### config.mk
export PLATFORM = sky130hd
export DESIGN_NAME = alu_result_buffer
export DESIGN_NICKNAME = d
export VERILOG_FILES = /design/src/rtl/alu_result_buffer_pkg.sv /design/src/rtl/alu_rb_ptr_ctrl.sv /design/src/rtl/alu_result_buffer.sv
export VERILOG_INCLUDE_DIRS = /design/src /design/src/rtl
export SDC_FILE = /design/constraint.sdc
export NUM_CORES = 1
export LEC_CHECK = 0
export CAP_MARGIN = 20
export CORE_UTILIZATION = 51
export DETAILED_ROUTE_END_ITERATION = 6
export GPL_TIMING_DRIVEN = 1
export PLACE_DENSITY_LB_ADDON = 0.1
export SLEW_MARGIN = 20
export SYNTH_ARGS = -nofsm -noshare
export SYNTH_HDL_FRONTEND = slang
export SYNTH_SLANG_ARGS = --single-unit
### constraint.sdc
create_clock -name CLK -period 8.5 [get_ports CLK]
set_clock_uncertainty 0.2 [all_clocks]
set_input_delay 2.125 -clock CLK [delete_from_list [all_inputs] [get_ports CLK]]
set_output_delay 2.125 -clock CLK [all_outputs]
set_load 0.1 [all_outputs]
### src/rtl/prj_definition.v
// rtl/prj_definition.v - shared project-wide width macros
//
// DATA_WIDTH           : ALU datapath width
// DATA_INDEX_LIMIT     : MSB index of the ALU datapath
// REG_ADDR_INDEX_LIMIT : MSB index of a register-file address
`ifndef PRJ_DEFINITION_V
`define PRJ_DEFINITION_V

`define DATA_WIDTH           32
`define DATA_INDEX_LIMIT     31
`define REG_ADDR_INDEX_LIMIT 4

`endif

### src/rtl/alu_result_buffer_pkg.sv
// rtl/alu_result_buffer_pkg.sv - shared types and helpers for the ALU result buffer
//
// Provides the datapath width, the push/pop operation encoding used by the
// pointer controller, and the entry-width helper used to size storage.
`include "prj_definition.v"

package alu_result_buffer_pkg;

  localparam int DATA_W = `DATA_WIDTH;

  // Bit 1 = push, bit 0 = pop, so the op can be formed straight from the strobes.
  typedef enum logic [1:0] {
    RB_HOLD = 2'b00,
    RB_POP  = 2'b01,
    RB_PUSH = 2'b10,
    RB_BOTH = 2'b11
  } rb_op_e;

  function automatic rb_op_e rb_op(input logic push, input logic pop);
    return rb_op_e'({push, pop});
  endfunction

  // Entry packing is {ZERO, DST, Y}; this is the single place its width is defined.
  function automatic int entry_width(input int addr_w);
    return 1 + addr_w + DATA_W;
  endfunction

endpackage

### src/rtl/alu_rb_ptr_ctrl.sv
// rtl/alu_rb_ptr_ctrl.sv - pointer, occupancy and push/pop/flush arbitration
//
// Ports:
//   clk, rst_n   : clock, asynchronous active-low reset
//   flush        : synchronous clear; discards any push/pop in the same cycle
//   in_valid     : producer offers an entry
//   out_ready    : consumer takes the head entry
//   bypass       : entry is being forwarded around storage, so do not write it
//   push         : storage write enable for this cycle (already flush-gated)
//   full, empty  : occupancy flags decoded from the registered count
//   wr_ptr       : current write slot
//   rd_ptr_nxt   : head slot after this edge
//   count        : registered occupancy
//   count_nxt    : occupancy after this edge
module alu_rb_ptr_ctrl
  import alu_result_buffer_pkg::*;
#(
  parameter  int DEPTH = 4,
  localparam int PTR_W = $clog2(DEPTH),
  localparam int CNT_W = PTR_W + 1
) (
  input  logic             clk,
  input  logic             rst_n,
  input  logic             flush,
  input  logic             in_valid,
  input  logic             out_ready,
  input  logic             bypass,
  output logic             push,
  output logic             full,
  output logic             empty,
  output logic [PTR_W-1:0] wr_ptr,
  output logic [PTR_W-1:0] rd_ptr_nxt,
  output logic [CNT_W-1:0] count,
  output logic [CNT_W-1:0] count_nxt
);

  localparam logic [PTR_W-1:0] PTR_ONE = PTR_W'(1);
  localparam logic [CNT_W-1:0] CNT_ONE = CNT_W'(1);
  localparam logic [CNT_W-1:0] CNT_MAX = CNT_W'(DEPTH);

  logic [PTR_W-1:0] wr_ptr_q, wr_ptr_d;
  logic [PTR_W-1:0] rd_ptr_q, rd_ptr_d;
  logic [CNT_W-1:0] count_q, count_d;
  logic             push_req;
  logic             pop_req;

  always_comb begin
    full     = (count_q == CNT_MAX);
    empty    = (count_q == '0);
    // No pass-through when full: a simultaneous pop does not open a slot.
    push_req = in_valid & ~full & ~bypass;
    pop_req  = out_ready & ~empty;

    wr_ptr_d = wr_ptr_q;
    rd_ptr_d = rd_ptr_q;
    count_d  = count_q;

    if (flush) begin
      wr_ptr_d = '0;
      rd_ptr_d = '0;
      count_d  = '0;
    end else begin
      unique case (rb_op(push_req, pop_req))
        RB_PUSH: begin
          wr_ptr_d = wr_ptr_q + PTR_ONE;
          count_d  = count_q + CNT_ONE;
        end
        RB_POP: begin
          rd_ptr_d = rd_ptr_q + PTR_ONE;
          count_d  = count_q - CNT_ONE;
        end
        RB_BOTH: begin
          wr_ptr_d = wr_ptr_q + PTR_ONE;
          rd_ptr_d = rd_ptr_q + PTR_ONE;
        end
        default: begin
        end
      endcase
    end

    push = push_req & ~flush;
  end

  always_ff @(posedge clk or negedge rst_n) begin
    if (!rst_n) begin
      wr_ptr_q <= '0;
      rd_ptr_q <= '0;
      count_q  <= '0;
    end else begin
      wr_ptr_q <= wr_ptr_d;
      rd_ptr_q <= rd_ptr_d;
      count_q  <= count_d;
    end
  end

  assign wr_ptr     = wr_ptr_q;
  assign rd_ptr_nxt = rd_ptr_d;
  assign count      = count_q;
  assign count_nxt  = count_d;

endmodule

### src/rtl/alu_result_buffer.sv
// rtl/alu_result_buffer.sv - FIFO between the ALU and register-file writeback
//
// Captures {Y, ZERO, DST} per ALU result and presents the oldest one to the
// writeback port over a valid/ready handshake.
// Optional feature macro: ALU_RESULT_BYPASS_EN (zero-latency forward when empty).
//
// Ports:
//   CLK, RST                   : clock, asynchronous active-low reset
//   FLUSH                      : synchronous clear of all entries
//   IN_VALID/IN_READY          : producer handshake (IN_READY = ~FULL)
//   IN_Y, IN_ZERO, IN_DST      : incoming ALU result
//   OUT_VALID/OUT_READY        : writeback handshake
//   OUT_Y, OUT_ZERO, OUT_DST   : head entry
//   COUNT, FULL, EMPTY         : occupancy
`include "prj_definition.v"

module alu_result_buffer
  import alu_result_buffer_pkg::*;
#(
  parameter  int DEPTH  = 4,
  parameter  int ADDR_W = `REG_ADDR_INDEX_LIMIT + 1,
  localparam int PTR_W  = $clog2(DEPTH),
  localparam int CNT_W  = PTR_W + 1
) (
  input  logic                     CLK,
  input  logic                     RST,
  input  logic                     FLUSH,
  input  logic                     IN_VALID,
  output logic                     IN_READY,
  input  logic [`DATA_INDEX_LIMIT:0] IN_Y,
  input  logic                     IN_ZERO,
  input  logic [ADDR_W-1:0]        IN_DST,
  output logic                     OUT_VALID,
  input  logic                     OUT_READY,
  output logic [`DATA_INDEX_LIMIT:0] OUT_Y,
  output logic                     OUT_ZERO,
  output logic [ADDR_W-1:0]        OUT_DST,
  output logic [CNT_W-1:0]         COUNT,
  output logic                     FULL,
  output logic                     EMPTY
);

  localparam int ENTRY_W = entry_width(ADDR_W);

  logic [ENTRY_W-1:0] mem_q [DEPTH];
  logic [ENTRY_W-1:0] in_entry;
  logic [ENTRY_W-1:0] out_entry_q, out_entry_d;
  logic [ENTRY_W-1:0] out_sel;

  logic             push;
  logic             full;
  logic             empty;
  logic             bypass;
  logic [PTR_W-1:0] wr_ptr;
  logic [PTR_W-1:0] rd_ptr_nxt;
  logic [CNT_W-1:0] count;
  logic [CNT_W-1:0] count_nxt;

  assign in_entry = {IN_ZERO, IN_DST, IN_Y};

`ifdef ALU_RESULT_BYPASS_EN
  // Empty buffer and a consumer ready now: hand the result straight through.
  assign bypass = empty & IN_VALID & OUT_READY & ~FLUSH;
`else
  assign bypass = 1'b0;
`endif

  alu_rb_ptr_ctrl #(
    .DEPTH (DEPTH)
  ) u_ptr_ctrl (
    .clk        (CLK),
    .rst_n      (RST),
    .flush      (FLUSH),
    .in_valid   (IN_VALID),
    .out_ready  (OUT_READY),
    .bypass     (bypass),
    .push       (push),
    .full       (full),
    .empty      (empty),
    .wr_ptr     (wr_ptr),
    .rd_ptr_nxt (rd_ptr_nxt),
    .count      (count),
    .count_nxt  (count_nxt)
  );

  // Storage is intentionally not reset.
  always_ff @(posedge CLK) begin
    if (push) begin
      mem_q[wr_ptr] <= in_entry;
    end
  end

  // The head register tracks storage[rd_ptr] one edge ahead so OUT_* is a
  // flop output. When the new head slot is the one being written this edge,
  // its contents are still on the input. When the buffer drains (or is
  // flushed) the register holds, so OUT_* keep the last value presented.
  always_comb begin
    out_entry_d = out_entry_q;
    if (bypass) begin
      out_entry_d = in_entry;
    end else if (count_nxt != '0) begin
      if (push && (rd_ptr_nxt == wr_ptr)) begin
        out_entry_d = in_entry;
      end else begin
        out_entry_d = mem_q[rd_ptr_nxt];
      end
    end
  end

  always_ff @(posedge CLK or negedge RST) begin
    if (!RST) begin
      out_entry_q <= '0;
    end else begin
      out_entry_q <= out_entry_d;
    end
  end

  assign out_sel   = bypass ? in_entry : out_entry_q;
  assign OUT_Y     = out_sel[DATA_W-1:0];
  assign OUT_DST   = out_sel[DATA_W +: ADDR_W];
  assign OUT_ZERO  = out_sel[ENTRY_W-1];
  assign OUT_VALID = ~empty | bypass;
  assign IN_READY  = ~full;
  assign COUNT     = count;
  assign FULL      = full;
  assign EMPTY     = empty;

endmodule

# Word-level counts from Yosys, hierarchy flattened

Memories as Yosys holds them, arrays and structs flattened. A register that Yosys moved wholly into a read port is not among the register bits.
Cells that the tools add are included.

Equality and inequality tests: 4
Reductions and logical operators: 6
Add/sub/neg operators: 4
Bitwise operators: 6
Mux-type cells: 8

Operators by type and width:

| operator                                             | count |
|---|---|
| two-way mux 2 bit                                    | 4 |
| case mux 3 bit (2 select lines)                      | 1 |
| adder 2 x 1 -> 2 bit (second input constant)         | 2 |
| equality test 2 bit (second input constant)          | 2 |
| OR reduction 2 bit                                   | 2 |
| adder 3 x 1 -> 3 bit (second input constant)         | 1 |
| bitwise AND 1 bit                                    | 3 |
| equality test 3 bit (second input constant)          | 1 |
| zero test 3 bit                                      | 1 |
| two-way mux 3 bit                                    | 1 |
| inverter 1 bit                                       | 3 |
| nonzero test 3 bit                                   | 1 |
| subtractor 3 x 1 -> 3 bit (second input constant)    | 1 |
| equality test 2 x 1 -> 1 bit (second input constant) | 1 |
| two-way mux 1 bit                                    | 2 |
| nonzero test 2 bit                                   | 1 |
| zero test 1 bit                                      | 1 |

Register bits after elaboration: 7
Word-level logic and storage cells: 32
Bits in writable memories: 152
Memories: 1

Memories:

| memory | words | bits a word | rd ports | clocked after Yosys merged registers in | write ports | line                    | text |
|---|---|---|---|---|---|---|---|
| mem_q  | 4     | 38          | 1        | 1                                       | 1           | alu_result_buffer.sv:45 | `logic [ENTRY_W-1:0] mem_q [DEPTH];` |

# Longest topological paths before layout

Gate-level depths: netlist of run 1.

Word-level depth: 7
Depth in mapped cells: 13
Depth with buffers taken out: 10

# Hierarchy

Synthesis of run 1 repeated with hierarchy kept, for this count alone.

Cell total of the unflattened synthesis: 480
Area, all modules: 8227.9 um^2

By module, submodules not included:

| module            | times used | cells each | seq. area each (um^2) | area each (um^2) |
|---|---|---|---|---|
| alu_result_buffer | 1          | 437        | 5515.3                | 7770.0 |
| alu_rb_ptr_ctrl   | 1          | 43         | 175.2                 | 457.9 |

# Least setup slack after synthesis of run 1

No wires, ideal clock.

Path type: in2reg
Start point: input port OUT_READY
End point: register out_entry_q[10], read port of mem_q
Cell stages on the path: 11
Data arrival time: 4.569 ns
Slack: 3.605 ns
Data required time: 8.174 ns
Buffers on the path: 2
Cell sequence: o31ai_2 -> inv_1 -> ha_1 -> fa_1 -> xnor2_1 -> or3_1 -> a41o_1 -> clkbuf_1 -> clkbuf_1 -> a21o_1 -> o32a_1

Cells in the longest elaborated chain, start to end: 5
Elaborated cells between the ends (all ways): 10
Those cells by class: eq/ne: 3; mux: 4; bitwise: 1; reduce/logical: 2

Ends and longest elaborated chain:

| element                                                                      | line                                            | text |
|---|---|---|
| from (decl)                                                                  | alu_result_buffer.sv:34                         | `input logic OUT_READY,` |
| bitwise AND 1 bit *                                                          | alu_rb_ptr_ctrl.sv:52                           | `pop_req = out_ready & ~empty;` |
| equality test 2 x 1 -> 1 bit / equality test 2 bit (equally long branches)   | alu_rb_ptr_ctrl.sv:63                           | `unique case (rb_op(push_req, pop_req))` |
| case mux 3 bit (2 select lines) / OR reduction 2 bit (equally long branches) | -                                               |  |
| two-way mux 3 bit / two-way mux 2 bit (equally long branches)                | -                                               |  |
| nonzero test 3 bit / two-way mux 2 bit (equally long branches)               | alu_result_buffer.sv:101, alu_rb_ptr_ctrl.sv:58 |  |
| to (decl)                                                                    | alu_result_buffer.sv:47                         | `logic [ENTRY_W-1:0] out_entry_q, out_entry_d;` |

Mark *: on every way between the ends. The rest lies on a longest branch, timed or not.
A chain may end at the register's enable or synchronous reset.

# Worst setup path after layout of run 1

Start point: input port OUT_READY
End point: register out_entry_q[12], read port of mem_q

The elaborated chain is that of the path after synthesis.

==> results of run 1 <==
[flip-flops by register name, summed over array words and instances (netlist names)]
name	count
u_ptr_ctrl.rd_ptr_q	2
mem_q	152
out_entry_q	38
u_ptr_ctrl.count	3
u_ptr_ctrl.wr_ptr	2
[layout by cell type (no fill, tap or decap), types with 3 or more instances in the layout]
cell type and n:
edfxtp_1 152, clkdlybuf4s50_1 85, nand2_1 74, dfrtp_1 45, o21ai_0 39, a21oi_1 39, nand3_1 38, a22oi_1 37
a21o_1 37, o32a_1 37, clkbuf_16 17, buf_4 9, nor2_1 8, xnor2_1 7, inv_1 6, ha_1 5
clkbuf_1 5, and3_2 4, clkinvlp_4 3
[metrics by stage]
step	worst slack [ns]	hold WS (ns)	util
finish	3.09	0.292	0.633
detailed placement	2.73	0.286	0.595
global placement	2.81	0.281	0.595
CTS	3.17	0.300	0.632
global route	2.95	0.312	0.633
floorplan	3.60	0.369	-
[logic make-up (layout without fill, tap and decap cells)]
family / count (synthesis) / count (layout) / synth area share
xor gates and xnor gates: 11 / 11 / 0.0128
DFF: 197 / 197 / 0.700
AOI/OAI and AO/OA: 198 / 198 / 0.172
buffers and inverters: 57 / 135 / 0.0329
and+or+nand+nor: 129 / 129 / 0.0697
adders and majority gates: 6 / 6 / 0.0102
muxes: 2 / 2 / 0.00246
[worst max-delay path by stage]
| stage | endpoint | from | slack (ns) |
|---|---|---|---|
| after floorplan | out_entry_q[10] | OUT_READY | 3.60 |
| after global placement | out_entry_q[29] | OUT_READY | 2.81 |
| after detailed placement | out_entry_q[12] | OUT_READY | 2.73 |
| after CTS | out_entry_q[12] | OUT_READY | 3.17 |
| after global routing | out_entry_q[18] | OUT_READY | 2.95 |
| final | out_entry_q[12] | OUT_READY | 3.09 |
[routing by layer]
metal / part of all wire / up-vias / track usage
met2: 0.50 / 174 / 0.419
met1: 0.43 / 2752 / 0.323
met4: 0.014 / 0 / 0.0907
met3: 0.049 / 21 / 0.0451
li1: - / 2426 / -
met5: 0 / - / 0
[cell type report]
class | count | area [µm²] | share of cell area
Tap cell | 211 | 264 | 0.0272
Timing Repair Buffer | 96 | 928 | 0.0955
Inverter | 7 | 26.3 | 0.00270
Clock inverter | 8 | 101 | 0.0104
Multi-Input combinational cell | 346 | 2240 | 0.230
Sequential cell | 197 | 5690 | 0.585
Clock buffer | 24 | 472 | 0.0485
[power by group through the flow]
stage	clock (W)	combinational, W	sequential [W]
floorplan	0	0.000845	0.00196
global placement	0	0.00201	0.00130
detailed placement	0	0.00204	0.00130
CTS	0.000789	0.00204	0.00128
global route	0.000824	0.00215	0.00130
finish	0.000781	0.00204	0.00128
==> results.md, run 1 <==
* Routed WL at 19,200 µm
* Max-slew violations at 0
* Most common cell in the netlist: edfxtp_1
* Worst r2r path cells at 9
* CTS sink cnt at 197
* Mapped Nets at 649
* Seq pwr share at 0.313
* Layout Cells excl Fill at 889
* Initial DRT Pass Iterations at 5
* Hold Path Class: reg2reg
* Worst path depth at 10
* Mapped Cells at 600
* Synth top area share at 0.561
* Core area at 15,400 µm²
* Clock tree buffer depth at 2
* Final Hold Viols at 0
* Die Span X at 128 µm
* Hold_buf cts at 0
* Post-synth EDFFs at 152
* Die H at 128 µm
* Hold wc startpoint: out_entry_q[23]
* Tot Pwr at 0.00410 W
* Max Cap Violations at 0
* Crit end category: register
* Asr flop ratio synth at 0.228
* Cell Int Power at 0.00220 W
* Worst slew margin at 0.288
* CTS buffer count at 17
* Peak supply drop at 0.283 mV
* Delay-heaviest family, CP: compound AO/OA/AOI/OAI gates
* Req. time, crit path at 8.62 ns
* Total global routing overflow at 0
* RSZ-0062 raised after global routing: false
* Post-synth top cells: edfxtp_1, nand2_1, dfrtp_1
* Tcrit/Tclk final at 0.636
* FP Rows at 45
* Nets at 714
* Largest net degree at the start of global routing at 77
* Slowest stage cell, crit path: a41o_2
* Vias in the first global route at 5,403
* Diodes inserted at 0
* First-pass GRT wire length at 30,100 µm
* TritonCTS clock tree: done
* Critical R2R Capture: out_entry_q[12]
* Ys flop type: edfxtp_1
* CP startpoint kind: input pin
* Syn avg cell area at 13.6 µm²
* TNS Setup at 0 ns
* Final ANT Viol Nets at 0
* Post-CTS resize count at 0
* CP max stage delay at 0.64 ns
* Fillers at 1,169
* Hold endpoint: out_entry_q[23]
* Number of port buffers at 87
* Post-Place Cells at 857
* Post-CTS setup buffers at 0
* Die area at 16,500 µm²
* Sw Share at 0.463
* Status: completed
* Crit path max fanout at 37
* Max Clk Rate at 0.185 GHz
* Pwr/cell area at 422 nW/µm²
* Post-DP HPWL at 9850 µm
* Switch Pwr at 0.00190 W
* Synth unique cells at 35
* Register area share after synthesis at 0.700
* Syn Std Cell Area at 8130 µm²
* Starting density of the core at 0.529
* Gate power share at 0.497
* Later-pin clock latency in the skew report at 0.44 ns
* Initial antenna violation count at 0
* Tmin final at 5.41 ns
* Routed len/inst at 21.6 µm
* Hold Path Cell Cnt at 1
* Yosys Warn Count at 0
* Clock share of power at 0.190
* Yosys reg bits at 197
* DR iter-0 viols at 445
* Residual DRC at 0
* Worst-Margin Slew at 1.07 ns
* Vias per cell at 6.04
* Synth area leaders: edfxtp_1, dfrtp_1, o32a_1, a21o_1, a22oi_1
* CTS Root Cell: clkbuf_16
* CTS H-tree lvls at 4
* P_leak at 3.48 nW
* Crit path kind: in2reg
* Clock transition at the registers of the reported paths at 0.06 ns
* Critical Path AT at 5.53 ns
* Area Growth Syn to Fin at 19.5%
* Setup slack, reg-to-reg at 4.39 ns
* Worst reg2reg path startpoint: u_ptr_ctrl.count[1]
* GR Util All Layers at 0.249
* Critical-path cell list: clkdlybuf4s50_1 > o31ai_2 > inv_1 > ha_1 > fa_1 > xnor2_1 > or3_1 > a41o_2 > a21o_1 > o32a_1
* Synth area leader: edfxtp_1
* Final Cell Area at 9720 µm²
* CP Buf/Inv Count at 2
* IO Count at 88
* Fraction of layout cells with a size suffix above 1 at 0.0782
* Post-DP Area at 9140 µm²
* Final setup violation count at 0
* GPL Wtd Cong at 0.735
* Vias after detailed routing at 5,373
Power figures use the tool's default switching activity.
==> inputs of run 2 (changes only) <==
Clock period 8.5 ns to 5.4 ns, I/O delays scaled along.
==> run 2 against run 1 <==
Effect of this change: combinational power is 58% higher; non-clock buffer count fell by 1; utilization increased by 0.33 points; critical path depth unchanged; hold slack gained 0.0077 ns; total power increased by 60%; highest routed layer unchanged; first-iteration DRC count shrank 21%; sequential power rose by 57%; flip-flop and latch count stayed put.
==> results.md, run 2 (synthesis gave the netlist of run 1 again) <==
* Die H at 128 µm
* Post-Place Cells at 856
* Sw Share at 0.458
* CP Buf/Inv Count at 2
* Commonest non-fill, non-tap cells in the layout: edfxtp_1, clkdlybuf4s50_1, nand2_1
* Gate power share at 0.491
* GR Util All Layers at 0.245
* Worst Slack Setup Final at 0.863 ns
* Delay-heaviest family, CP: compound AO/OA/AOI/OAI gates
* Largest register by flop count: mem_q
* Die Span X at 128 µm
* Util after Layout at 0.636
* Later-pin clock latency in the skew report at 0.43 ns
* Setup slack, reg-to-reg at 1.45 ns
* Core area at 15,400 µm²
* Worst path depth at 10
* CP startpoint kind: input pin
* Die area at 16,500 µm²
* CP max stage delay at 0.65 ns
* Starting density of the core at 0.529
* First-pass GRT wire length at 29,500 µm
* CTS buffer count at 17
* Post-CTS resize count at 0
* CTS Root Cell: clkbuf_16
* Seq pwr share at 0.306
* FP Rows at 45
* Final setup violation count at 0
* Req. time, crit path at 5.50 ns
* Switch Pwr at 0.00301 W
* Initial DRT Pass Iterations at 5
* Status: completed
* Post-DP HPWL at 9470 µm
* GPL Wtd Cong at 0.709
* Critical-path cell list: clkdlybuf4s50_1 > o31ai_2 > inv_1 > ha_1 > fa_1 > xnor2_1 > or3_1 > a41o_2 > a21o_1 > o32a_1
* Routed len/inst at 21.5 µm
* Max Cap Violations at 0
* IO Count at 88
* Final ANT Viol Nets at 0
* Clock transition at the registers of the reported paths at 0.06 ns
* Max Clk Rate at 0.220 GHz
* Worst slew margin at 0.287
* Area Growth Syn to Fin at 20.2%
* Worst reg2reg path startpoint: u_ptr_ctrl.count[2]
* Hold Path Class: reg2reg
* Fraction of layout cells with a size suffix above 1 at 0.0798
* Crit end category: register
* Largest net degree at the start of global routing at 76
* Tmin final at 4.54 ns
* Worst r2r path cells at 9
* Critical R2R Capture: out_entry_q[5]
* DR iter-0 viols at 353
* Post-Place Setup Slack at 0.428 ns
* Final Hold Viols at 0
* Total global routing overflow at 0
* Nets at 713
* Pwr/cell area at 673 nW/µm²
* Clock share of power at 0.202
* P_leak at 3.50 nW
* Vias in the first global route at 5,396
* Number of port buffers at 87
* Diodes inserted at 0
* Max-slew violations at 0
* Cell Int Power at 0.00356 W
* Crit path max fanout at 37
* TNS Setup at 0 ns
* Layout Cells excl Fill at 888
* Initial antenna violation count at 0
* Max reg flops at 152
* Post-CTS setup buffers at 0
* Crit path kind: in2reg
* Vias after detailed routing at 5,336
* CP startpoint: OUT_READY
* Peak supply drop at 0.419 mV
* Residual DRC at 0
* CTS sink cnt at 197
* Vias per cell at 6.01
* Hold_buf cts at 0
* RSZ-0062 raised after global routing: false
* Tot Pwr at 0.00657 W
* Commonest non-fill, non-tap cell in the layout: edfxtp_1
* Slowest stage cell, crit path: a41o_2
* CP endpoint: out_entry_q[5]
* TritonCTS clock tree: done
* Clock tree buffer depth at 2
* CTS H-tree lvls at 4
* Routed WL at 19,100 µm
* Worst-Margin Slew at 1.07 ns
* Critical Path AT at 4.64 ns
* Tcrit/Tclk final at 0.840
==> run 2: power by group through the flow <==
| stage | clock network (W) | registers [W] | logic, W |
|---|---|---|---|
| floorplan | 0 | 0.00309 | 0.00133 |
| global placement | 0 | 0.00204 | 0.00319 |
| detailed placement | 0 | 0.00204 | 0.00324 |
| CTS | 0.00134 | 0.00201 | 0.00324 |
| global route | 0.00140 | 0.00203 | 0.00340 |
| finish | 0.00133 | 0.00201 | 0.00323 |
==> run 2: how the worst min path moves through the flow <==
stage,slack (ns),depth (start not counted),end,from
3_5_place_dp,0.29,1,out_entry_q[27],out_entry_q[27]
6_report,0.30,1,out_entry_q[3],out_entry_q[3]
3_3_place_gp,0.28,1,out_entry_q[29],out_entry_q[29]
4_1_cts,0.30,1,out_entry_q[27],out_entry_q[27]
5_1_grt,0.32,1,out_entry_q[3],out_entry_q[3]
2_1_floorplan,0.37,2,u_ptr_ctrl.rd_ptr_q[1],u_ptr_ctrl.rd_ptr_q[1]
==> run 2: per-layer routing <==
metal	up-vias	global-route usage	share of wire	routed length (µm)
met3	21	0.0417	0.050	960
li1	2422	-	-	-
met5	-	0	0	0
met1	2733	0.316	0.43	8260
met2	160	0.417	0.50	9590
met4	0	0.0907	0.016	301
==> run 2: final cells by class <==
type / count / area, µm²
Clock buffer: 19 / 443
Clock inverter: 13 / 179
Inverter: 7 / 26.3
Timing Repair Buffer: 95 / 933
Sequential cell: 197 / 5690
Fill cell: 1157 / 5600
Multi-Input combinational cell: 346 / 2240
Tap cell: 211 / 264
==> run 2: metrics by stage <==
step                      hold slack, ns  cell area (µm²)
after global placement             0.280             9140
after floorplan                    0.369             8130
after global routing               0.316             9770
after CTS                          0.302             9770
after detailed placement           0.287             9140
final                              0.299             9770
==> inputs of run 3 (changes only) <==
Clock period 5.4 ns to 3.74 ns, I/O delays scaled along.
==> run 3 against run 2 <==
Effect of this change: flip-flop and latch count stayed put; via count up 2.1%; non-clock buffer count grew 26; register-to-register slack worse by 0.97 ns; sequential share of layout area decreased by 0.83 points.
==> results.md, run 3 (synthesis gave the netlist of run 1 again) <==
* Hold_buf cts at 0
* GPL Wtd Cong at 0.763
* Post-DP HPWL at 11,300 µm
* Fraction of layout cells with a size suffix above 1 at 0.185
* CTS buffer count at 17
* Tmin final at 3.51 ns
* DR iter-0 viols at 488
* Delay-heaviest family, CP: compound AO/OA/AOI/OAI gates
* First-pass GRT wire length at 30,200 µm
* Die H at 128 µm
* Clock tree buffer depth at 2
* Vias in the first global route at 5,436
* Die Span X at 128 µm
* IO Count at 88
* TNS Setup at 0 ns
* Diodes inserted at 0
* Layout Cells excl Fill at 914
* CTS sink cnt at 197
* Slowest stage cell, crit path: clkdlybuf4s50_1
* Gate power share at 0.505
* TritonCTS clock tree: done
* Final Hold Viols at 0
* Hold Path Class: in2async
* Post-CTS resize count at 0
* Switch Pwr at 0.00442 W
* CP max stage delay at 0.45 ns
* Post-Place Setup Slack at -0.174 ns
* Sw Share at 0.464
* Worst r2r path cells at 10
* Largest register by flop count: mem_q
* Post-DP Area at 9360 µm²
* Worst reg2reg path startpoint: u_ptr_ctrl.count[2]
* Seq pwr share at 0.306
* Area Growth Syn to Fin at 22.1%
* Max-slew violations at 0
* Core area at 15,400 µm²
* P_leak at 3.67 nW
* Largest net degree at the start of global routing at 47
* Critical R2R Capture: out_entry_q[25]
* Number of port buffers at 87
* Tcrit/Tclk final at 0.938
* Clock share of power at 0.189
* CP Buf/Inv Count at 3
* Critical Path AT at 3.62 ns
* Max reg flops at 152
* Worst Slack Setup Final at 0.231 ns
* CTS H-tree lvls at 4
* Req. time, crit path at 3.85 ns
* Clock transition at the registers of the reported paths at 0.07 ns
* CP endpoint: out_entry_q[25]
* Routed WL at 19,400 µm
* FP Rows at 45
* GR Util All Layers at 0.250
* Crit path kind: in2reg
* Cell Int Power at 0.00509 W
* CP startpoint: OUT_READY
* Tot Pwr at 0.00951 W
* RSZ-0062 raised after global routing: false
* Worst path depth at 11
* Crit end category: register
* Vias after detailed routing at 5,448
* Die area at 16,500 µm²
* Peak supply drop at 0.601 mV
* Nets at 739
* Pwr/cell area at 957 nW/µm²
* Vias per cell at 5.96
* Starting density of the core at 0.529
* Initial antenna violation count at 0
* Max Clk Rate at 0.285 GHz
* Later-pin clock latency in the skew report at 0.43 ns
* Post-Place Cells at 882
* CP startpoint kind: input pin
* Residual DRC at 0
* Final ANT Viol Nets at 0
* Initial DRT Pass Iterations at 4
* Commonest non-fill, non-tap cells in the layout: edfxtp_1, nand2_1, buf_4
* CTS Root Cell: clkbuf_16
* Fillers at 1,135
* Post-CTS setup buffers at 0
* Routed len/inst at 21.2 µm
* Final setup violation count at 0
* Critical-path cell list: clkdlybuf4s50_1 > o31ai_2 > inv_1 > ha_4 > fa_2 > xnor2_1 > or3_1 > a41o_2 > buf_12 > a21o_1 > o32a_1
* Total global routing overflow at 0
* Worst slew margin at 0.630
* Commonest non-fill, non-tap cell in the layout: edfxtp_1
* Worst-Margin Slew at 0.555 ns
* Status: completed
* Crit path max fanout at 22
* Max Cap Violations at 0
* Final Cell Area at 9930 µm²
* Setup slack, reg-to-reg at 0.48 ns
[run 3: cell count changes in the layout (fill, tap and decap cells not counted), sizes merged]
cell,change
clkdlybuf4s50,-45
inv,+2
clkbuf,-1
buf,+71
bufinv,-2
clkinv,+1
[run 3: worst min path at each step]
| stage | to | slack (ns) |
|---|---|---|
| floorplan | u_ptr_ctrl.rd_ptr_q[1] | 0.37 |
| global placement | out_entry_q[27] | 0.28 |
| detailed placement | out_entry_q[19] | 0.29 |
| finish | out_entry_q[12] | 0.19 |
| global route | out_entry_q[12] | 0.19 |
| CTS | out_entry_q[12] | 0.18 |
[run 3: stage by stage]
| stage | util | hold slack, ns |
|---|---|---|
| 3_3_place_gp | 0.609 | 0.282 |
| 5_1_grt | 0.646 | 0.186 |
| 6_report | 0.646 | 0.190 |
| 2_1_floorplan | - | 0.369 |
| 3_5_place_dp | 0.609 | 0.293 |
| 4_1_cts | 0.646 | 0.181 |
[run 3: worst register-to-register path: stages, from the launching register on]
cell and delay (ns):
dfrtp_4 0.51, o31ai_2 0.29, inv_1 0.14, ha_4 0.19, fa_2 0.36, xnor2_1 0.14
or3_1 0.37, a41o_2 0.27, buf_12 0.18, a21o_1 0.17, o32a_1 0.33
[run 3: final cells by class]
class                           instances  area (µm²)  area share
Clock buffer                           18         429      0.0432
Clock inverter                         14         150      0.0151
Tap cell                              211         264      0.0266
Multi-Input combinational cell        346        2240       0.226
Sequential cell                       197        5700       0.574
Timing Repair Buffer                  121        1120       0.112
Inverter                                7        28.8     0.00290
[run 3: layer usage]
| layer | vias up | routed length, µm | global-route usage | share of wire |
|---|---|---|---|---|
| met3 | 23 | 975 | 0.0484 | 0.050 |
| met4 | 0 | 276 | 0.0796 | 0.014 |
| met1 | 2763 | 8510 | 0.334 | 0.44 |
| met2 | 171 | 9650 | 0.413 | 0.50 |
| li1 | 2491 | - | - | - |
| met5 | - | 0 | 0 | 0 |
[run 3: power by group through the flow]
stage / clock [W] / sequential [W] / combinational (W)
floorplan: 0 / 0.00447 / 0.00198
global placement: 0 / 0.00295 / 0.00472
detailed placement: 0 / 0.00296 / 0.00480
CTS: 0.00182 / 0.00291 / 0.00482
global route: 0.00189 / 0.00294 / 0.00506
finish: 0.00179 / 0.00291 / 0.00480
